===== src/rtl/xor_chain.sv =====
// ---------------------------------------------------------------------------
// xor_chain
//   Handshaked word-XOR recurrence engine for key expansion.
//   Computes w[i] = op[i] ^ w[i-DEPTH], where op[i] is either the external
//   operand on in_word or the previous result w[i-1] (in_chain = 1).
//   The first DEPTH words of a run are seeds and pass straight through.
//
// Ports
//   clk, rst              clock (rising edge), async active-high reset
//   start                 begin or restart a run (aborts any run in flight)
//   in_valid / in_ready   input handshake; in_ready is combinational
//   in_word               seed word (LOAD) or external operand (RUN)
//   in_chain              RUN only: use previous result instead of in_word
//   out_valid / out_ready output handshake
//   out_word              result word w[i]
//   busy                  high while a run is in LOAD or RUN
//   done                  one-cycle pulse on acceptance of word TOTAL-1
// ---------------------------------------------------------------------------
module xor_chain #(
    parameter int unsigned WIDTH = 32,
    parameter int unsigned DEPTH = 4,
    parameter int unsigned TOTAL = 44
) (
    input  logic             clk,
    input  logic             rst,
    input  logic             start,
    input  logic             in_valid,
    output logic             in_ready,
    input  logic [WIDTH-1:0] in_word,
    input  logic             in_chain,
    output logic             out_valid,
    input  logic             out_ready,
    output logic [WIDTH-1:0] out_word,
    output logic             busy,
    output logic             done
);

    localparam int unsigned CNT_W = $clog2(TOTAL);
    localparam logic [CNT_W-1:0] LAST_SEED = CNT_W'(DEPTH - 1);
    localparam logic [CNT_W-1:0] LAST_WORD = CNT_W'(TOTAL - 1);

    typedef enum logic [1:0] {
        IDLE = 2'd0,
        LOAD = 2'd1,
        RUN  = 2'd2
    } state_t;

    state_t           state;
    logic [CNT_W-1:0] cnt;
    // hist[0] is w[cnt-DEPTH] (oldest), hist[DEPTH-1] is w[cnt-1] (newest)
    logic [WIDTH-1:0] hist [DEPTH];

    logic             accept;
    logic [WIDTH-1:0] operand;
    logic [WIDTH-1:0] result;

    // Accept only in an active run, never alongside start, and only when the
    // output register is empty or being drained this cycle.
    assign in_ready = (state != IDLE) && !start && (!out_valid || out_ready);
    assign accept   = in_valid && in_ready;

    // Result of the word being accepted: seeds pass through, RUN words XOR
    // their operand with the word DEPTH positions back.
    always_comb begin
        operand = in_chain ? hist[DEPTH-1] : in_word;
        result  = in_word;
        if (state == RUN) begin
            result = operand ^ hist[0];
        end
    end

    // Control FSM, word counter, history and registered outputs.
    always_ff @(posedge clk or posedge rst) begin
        if (rst) begin
            state     <= IDLE;
            cnt       <= '0;
            for (int i = 0; i < int'(DEPTH); i++) begin
                hist[i] <= '0;
            end
            out_valid <= 1'b0;
            out_word  <= '0;
            busy      <= 1'b0;
            done      <= 1'b0;
        end else begin
            done <= 1'b0;
            if (start) begin
                // Abort/restart: pending output is dropped; hist is
                // fully rewritten by the coming seeds so it is left as is.
                state     <= LOAD;
                cnt       <= '0;
                out_valid <= 1'b0;
                busy      <= 1'b1;
            end else begin
                if (out_valid && out_ready) begin
                    out_valid <= 1'b0;
                end
                if (accept) begin
                    out_word  <= result;
                    out_valid <= 1'b1;
                    cnt       <= cnt + CNT_W'(1);
                    for (int i = 0; i < int'(DEPTH) - 1; i++) begin
                        hist[i] <= hist[i+1];
                    end
                    hist[DEPTH-1] <= result;
                    case (state)
                        LOAD: begin
                            if (cnt == LAST_SEED) begin
                                state <= RUN;
                            end
                        end
                        RUN: begin
                            if (cnt == LAST_WORD) begin
                                state <= IDLE;
                                cnt   <= '0;
                                busy  <= 1'b0;
                                done  <= 1'b1;
                            end
                        end
                        default: begin
                        end
                    endcase
                end
            end
        end
    end

endmodule


===== config.mk =====
export PLATFORM = sky130hd
export DESIGN_NAME = xor_chain
export DESIGN_NICKNAME = d
export VERILOG_FILES = /design/src/rtl/xor_chain.sv
export SDC_FILE = /design/constraint.sdc
export NUM_CORES = 1
export LEC_CHECK = 0
export ABC_AREA = 1
export BUFFER_PORTS_ARGS = -buffer_cell sky130_fd_sc_hd__buf_2
export CORE_MARGIN = 8
export CORE_UTILIZATION = 35
export CTS_CLUSTER_DIAMETER = 200
export DETAILED_ROUTE_END_ITERATION = 7
export SLEW_MARGIN = 20
export SYNTH_ARGS = -nofsm -noshare
export SYNTH_HDL_FRONTEND = slang
export SYNTH_SLANG_ARGS = --single-unit

===== constraint.sdc =====
create_clock -name clk -period 6.3 [get_ports clk]
set_input_delay 0.63 -clock clk [delete_from_list [all_inputs] [get_ports clk]]
set_output_delay 0.63 -clock clk [all_outputs]
set_load 0.01 [all_outputs]

== Yosys cells after proc, flatten, opt, wreduce, memory -nomap -nowiden ==
Cells that the tools add are included.
Storage, ports and cells
  bits in registers: 139
  bits of input ports: 38
  output and inout port bits: 36
  logic and storage cells: 56
Cells by class
  $add $sub $neg: 1
  eq/ne operators: 6
  mux-type cells: 22
  bitwise gates (word level): 2
  reductions and logical operators: 16
Operator list (count)
  32-bit two-way mux: 2
  32-bit bitwise XOR: 1
  6-bit two-way mux: 4
  1-bit two-way mux: 11
  2-bit two-way mux: 4
  2-bit nonzero test: 4
  6-bit by 1-bit adder with 6-bit output (second input constant): 1
  6-bit by 2-bit == test with 1-bit output (second input constant): 1
  6-bit == test (second input constant): 1
  3-bit nonzero test: 2
  1-bit logical AND: 4
  2-bit case mux with 2 select lines: 1
  4-bit AND reduction: 1
  3-bit by 2-bit != test with 1-bit output (second input constant): 1
  3-bit != test (second input constant): 1
  3-bit AND reduction: 1
  2-bit by 1-bit == test with 1-bit output (second input constant): 1
  2-bit == test (second input constant): 1
  1-bit zero test: 2
  2-bit AND reduction: 1
  1-bit logical OR: 1
  1-bit NOT: 1

== Logic depth before layout (Yosys ltp) ==
  word-level depth: 6
  depth in mapped cells: 8
  depth with buffers taken out: 8

== Worst setup path after synthesis ==
No wires, ideal clock.
  path type: input port to output port
  start point: input out_ready
  end point: output in_ready
  arrival: 908 ps
  data required time: 5670 ps
  setup slack: 4762 ps
  stages on the path: 4
  buffers on the path: 0
  cells stage by stage: inv_1 -> nand2_1 -> nand2_1 -> inv_1
Between the ends
  word-level cells in the longest chain between the ends: 2
Ends and longest elaborated chain
  start: declaration: RTL line 32  | input logic out_ready,
  1-bit logical OR: RTL line 59  | assign in_ready = (state != IDLE) && !start && (!out_valid || out_ready);
  1-bit logical AND: RTL line 59
  end: declaration: RTL line 28  | output logic in_ready,
No other way between the ends.

== Worst setup path in the final report ==
  start point: register state[1]
  end point: register hist[37] (netlist bit)
Between the ends
  word-level cells in the longest chain between the ends: 5
Ends and longest elaborated chain
  start: declaration: RTL line 48  | state_t state;
  start signal: assignment: RTL line 75  | state <= IDLE;
  start signal: assignment: RTL line 89  | state <= LOAD;
  start signal: assignment: RTL line 108  | state <= RUN;
  2-bit nonzero test: RTL line 59
  1-bit logical AND (2 in series): RTL line 59
  1-bit logical AND: RTL line 60  | assign accept = in_valid && in_ready;
  2-bit AND reduction (no line)
  end signal: indexed assignment: RTL line 102  | hist[i] <= hist[i+1];
  end signal: indexed assignment: RTL line 104  | hist[DEPTH-1] <= result;
  end: declaration: RTL line 51  | logic [WIDTH-1:0] hist [DEPTH];
No other way between the ends.
A chain may end at the register's enable or synchronous reset.

==> flow_summary.json <==
{
  "crit_path_start": "state[1]",
  "critPathArrivalTime_ns": 2.89,
  "tns_ns": 0,
  "n_antenna_cell": 0,
  "nets": 885,
  "postRouteAntennaNets": 0,
  "cts_root_buf": "clkbuf_16",
  "clock-skew-final_ns": 0.00970,
  "power_mw": 2.61,
  "yosysSeqAreaShare_pct": 51.8,
  "p_leak_nw": 3.70,
  "crit_family": "buffers and inverters",
  "fp-row-count": 50,
  "critPathMaxFanout": 117,
  "synth_cells": 824,
  "post-place-ws_ns": 3.39,
  "die_w_um": 154,
  "status": "finished, final reports clean",
  "grt_first_pass_wirelength_um": 23800,
  "grt-busiest-layer": "met2",
  "hold_buffers": 0,
  "drtPass1Iterations": 4,
  "setup_viol": 0,
  "post_cts_buffers": 0,
  "drc": 0,
  "portBuffers": 73,
  "synth_top_area_share_pct": 51.8,
  "period_share_pct": 41.0,
  "reg2reg_to": "hist[37]",
  "dieHeight_um": 154,
  "synth_xor_xnor_area_share_pct": 1.83,
  "htreeDepth": 4,
  "vias": 4907,
  "critPathBufInv": 1,
  "fillerInstances": 1899,
  "synth_area_um2": 6710,
  "max-clock-path-buffers": 2,
  "via_per_inst": 4.51,
  "synth-warning-count": 0,
  "synthSimpleGateAreaFrac_pct": 18.1,
  "stdcell_count": 1089,
  "area_growth_pct": 11.3,
  "finalWirelength_um": 13700,
  "p_per_area_nw_per_um2": 349,
  "synthMuxAreaShare_pct": 0,
  "maxCapViolations": 0,
  "synth_cell_types": 23,
  "rsz0062_at_grt": "no",
  "cts_buffers": 17,
  "worst_setup_path_start_kind": "register",
  "synth_top_family_by_area": "simple AND/OR/NAND/NOR gates",
  "place_inst": 1061,
  "initial_utilization_pct": 35.8,
  "io_pins": 74,
  "gp_routability_congestion": 0.729,
  "grt_max_degree": 118,
  "grt_usage_pct": 12.2,
  "slew_violations": 0,
  "clk_latency_ns": 0.42,
  "met1_usage_pct": 16.8,
  "cpPeakStageDelay_ns": 0.94,
  "clock_sinks": 139,
  "hold_viol": 0,
  "worst_ep_required_time_ns": 6.61,
  "period_minus_slack_ns": 2.58,
  "worstSetupEndpointType": "register",
  "syn_nets": 863,
  "cts_tree": "yes",
  "synth_compound_area_share_pct": 15.5,
  "cp_slowest_cell": "inv_4",
  "vdd_drop_max_mv": 0.204,
  "ys_ff_latch": 139,
  "ys_top_cells_by_area": "dfrtp_1 (52%), nand2_1 (16%), o21ai_0 (9.6%), inv_1 (5.3%), buf_4 (3.8%)",
  "syn_avg_cell_area_um2": 8.15,
  "worstReg2RegStart": "state[1]",
  "synth.largest_area_cell": "dfrtp_1",
  "post-dp-hpwl_um": 8430,
  "path_clk_slew_ns": 0.06,
  "path_class": "reg2reg",
  "drt_iter0_drc": 276,
  "stdcell_area_um2": 7470,
  "fin_ws_ns": 3.72,
  "core_area_um2": 18800,
  "hp-class": "in2async",
  "die_area_um2": 23900,
  "use_met2_pct": 17.7,
  "crit_path_cell_trace": "nor2_1 > nor2_4 > nand3_4 > inv_4 > nand2_1 > o21ai_0",
  "ff2ff_path_depth": 6,
  "detailed_place.area_um2": 6920,
  "grt_pass1_vias": 4754,
  "tightest_slew_ns": 1.02,
  "r2r_slack_ns": 3.72,
  "wl_per_cell_um": 12.6,
  "relSlewSlack_pct": 31.9,
  "cts_resized": 0,
  "fmax_mhz": 387,
  "synth_fa_ha_area_share_pct": 0.186,
  "drive_above_1_share_pct": 15.6,
  "utilization_pct": 39.8,
  "grtUsageMet3_pct": 3.90,
  "antenna_found_initial": 0,
  "hold_slack_ns": 0.363,
  "gr-total-overflow": 0
}
cell type report:
cell class              instances  area (um^2)  area share, %
flip-flops and latches        139         3480           46.6
multi-input cells             516         2390           32.1
clock buffers                  26          509           6.82
repair buffers                 76          390           5.23
inverters                      96          368           4.93
well taps                     234          293           3.92
clock inverters                 2         35.0          0.469
sequential cells by signal, indices dropped and copies added (netlist names):
| register | count |
|---|---|
| cnt | 6 |
| busy | 1 |
| state | 2 |
| hist | 128 |
| done | 1 |
| out_valid | 1 |
placed cells by master, fill, tap and decap left out, types with 2 or more instances in the layout:
cell type  synthesis  final
a21oi_1           28     28
a21oi_2           26     26
buf_2             21     72
buf_4             34      4
clkbuf_1           7      4
clkbuf_16          0     17
clkbuf_8           0      5
dfrtp_1          139    139
inv_1             95     94
nand2_1          285    284
nand2_2            1      2
nand3_1            9      9
nor2_1            11     11
nor3_1             2      2
o21ai_0          129    129
o21ai_1            6      6
xnor2_1           14     14
cells in the mapped netlist:
library cell	number
a21oi_1	28
a21oi_2	26
buf_2	21
buf_4	34
buf_6	6
clkbuf_1	7
clkbuf_2	5
dfrtp_1	139
ha_1	1
inv_1	95
inv_4	1
nand2_1	285
nand2_2	1
nand3_1	9
nand3_4	1
nand4_1	1
nor2_1	11
nor2_2	1
nor2_4	1
nor3_1	2
o21ai_0	129
o21ai_1	6
xnor2_1	14
worst max-delay path by stage:
stage / endpoint / cells past startpoint
after detailed placement: hist[43] / 5
after floorplan: busy / 1
final: hist[37] / 6
after CTS: hist[43] / 5
after global placement: cnt[0] / 6
after global routing: hist[37] / 6
kinds of logic (layout without fill, tap and decap cells):
| group | count (synthesis) | after routing |
|---|---|---|
| simple gates | 312 | 312 |
| buf+inv | 169 | 200 |
| compound gates | 189 | 189 |
| xor+xnor | 14 | 14 |
| flops | 139 | 139 |
| fa+ha+maj | 1 | 1 |
worst reg2reg max path, delay by kind of cell, from the launching register on:
family | cells | cell delay (ns)
simple gates | 4 | 1.01
buf+inv | 1 | 0.96
flops | 1 | 0.38
compound gates | 1 | 0.12
report_power, final:
part | leakage, nW | internal, mW | total (mW) | switching (mW)
registers | 1.78 | 1.11 | 1.24 | 0.124
logic | 1.66 | 0.171 | 0.434 | 0.262
clock network | 0.268 | 0.586 | 0.937 | 0.351
metal layers:
layer  up-vias  part of all wire [%]
met5         -                     0
met4         0                  0.98
met3        12                   4.7
met2        85                    43
met1      2234                    52
li1       2576                     -
No activity file was read; power rests on OpenSTA's default activity.
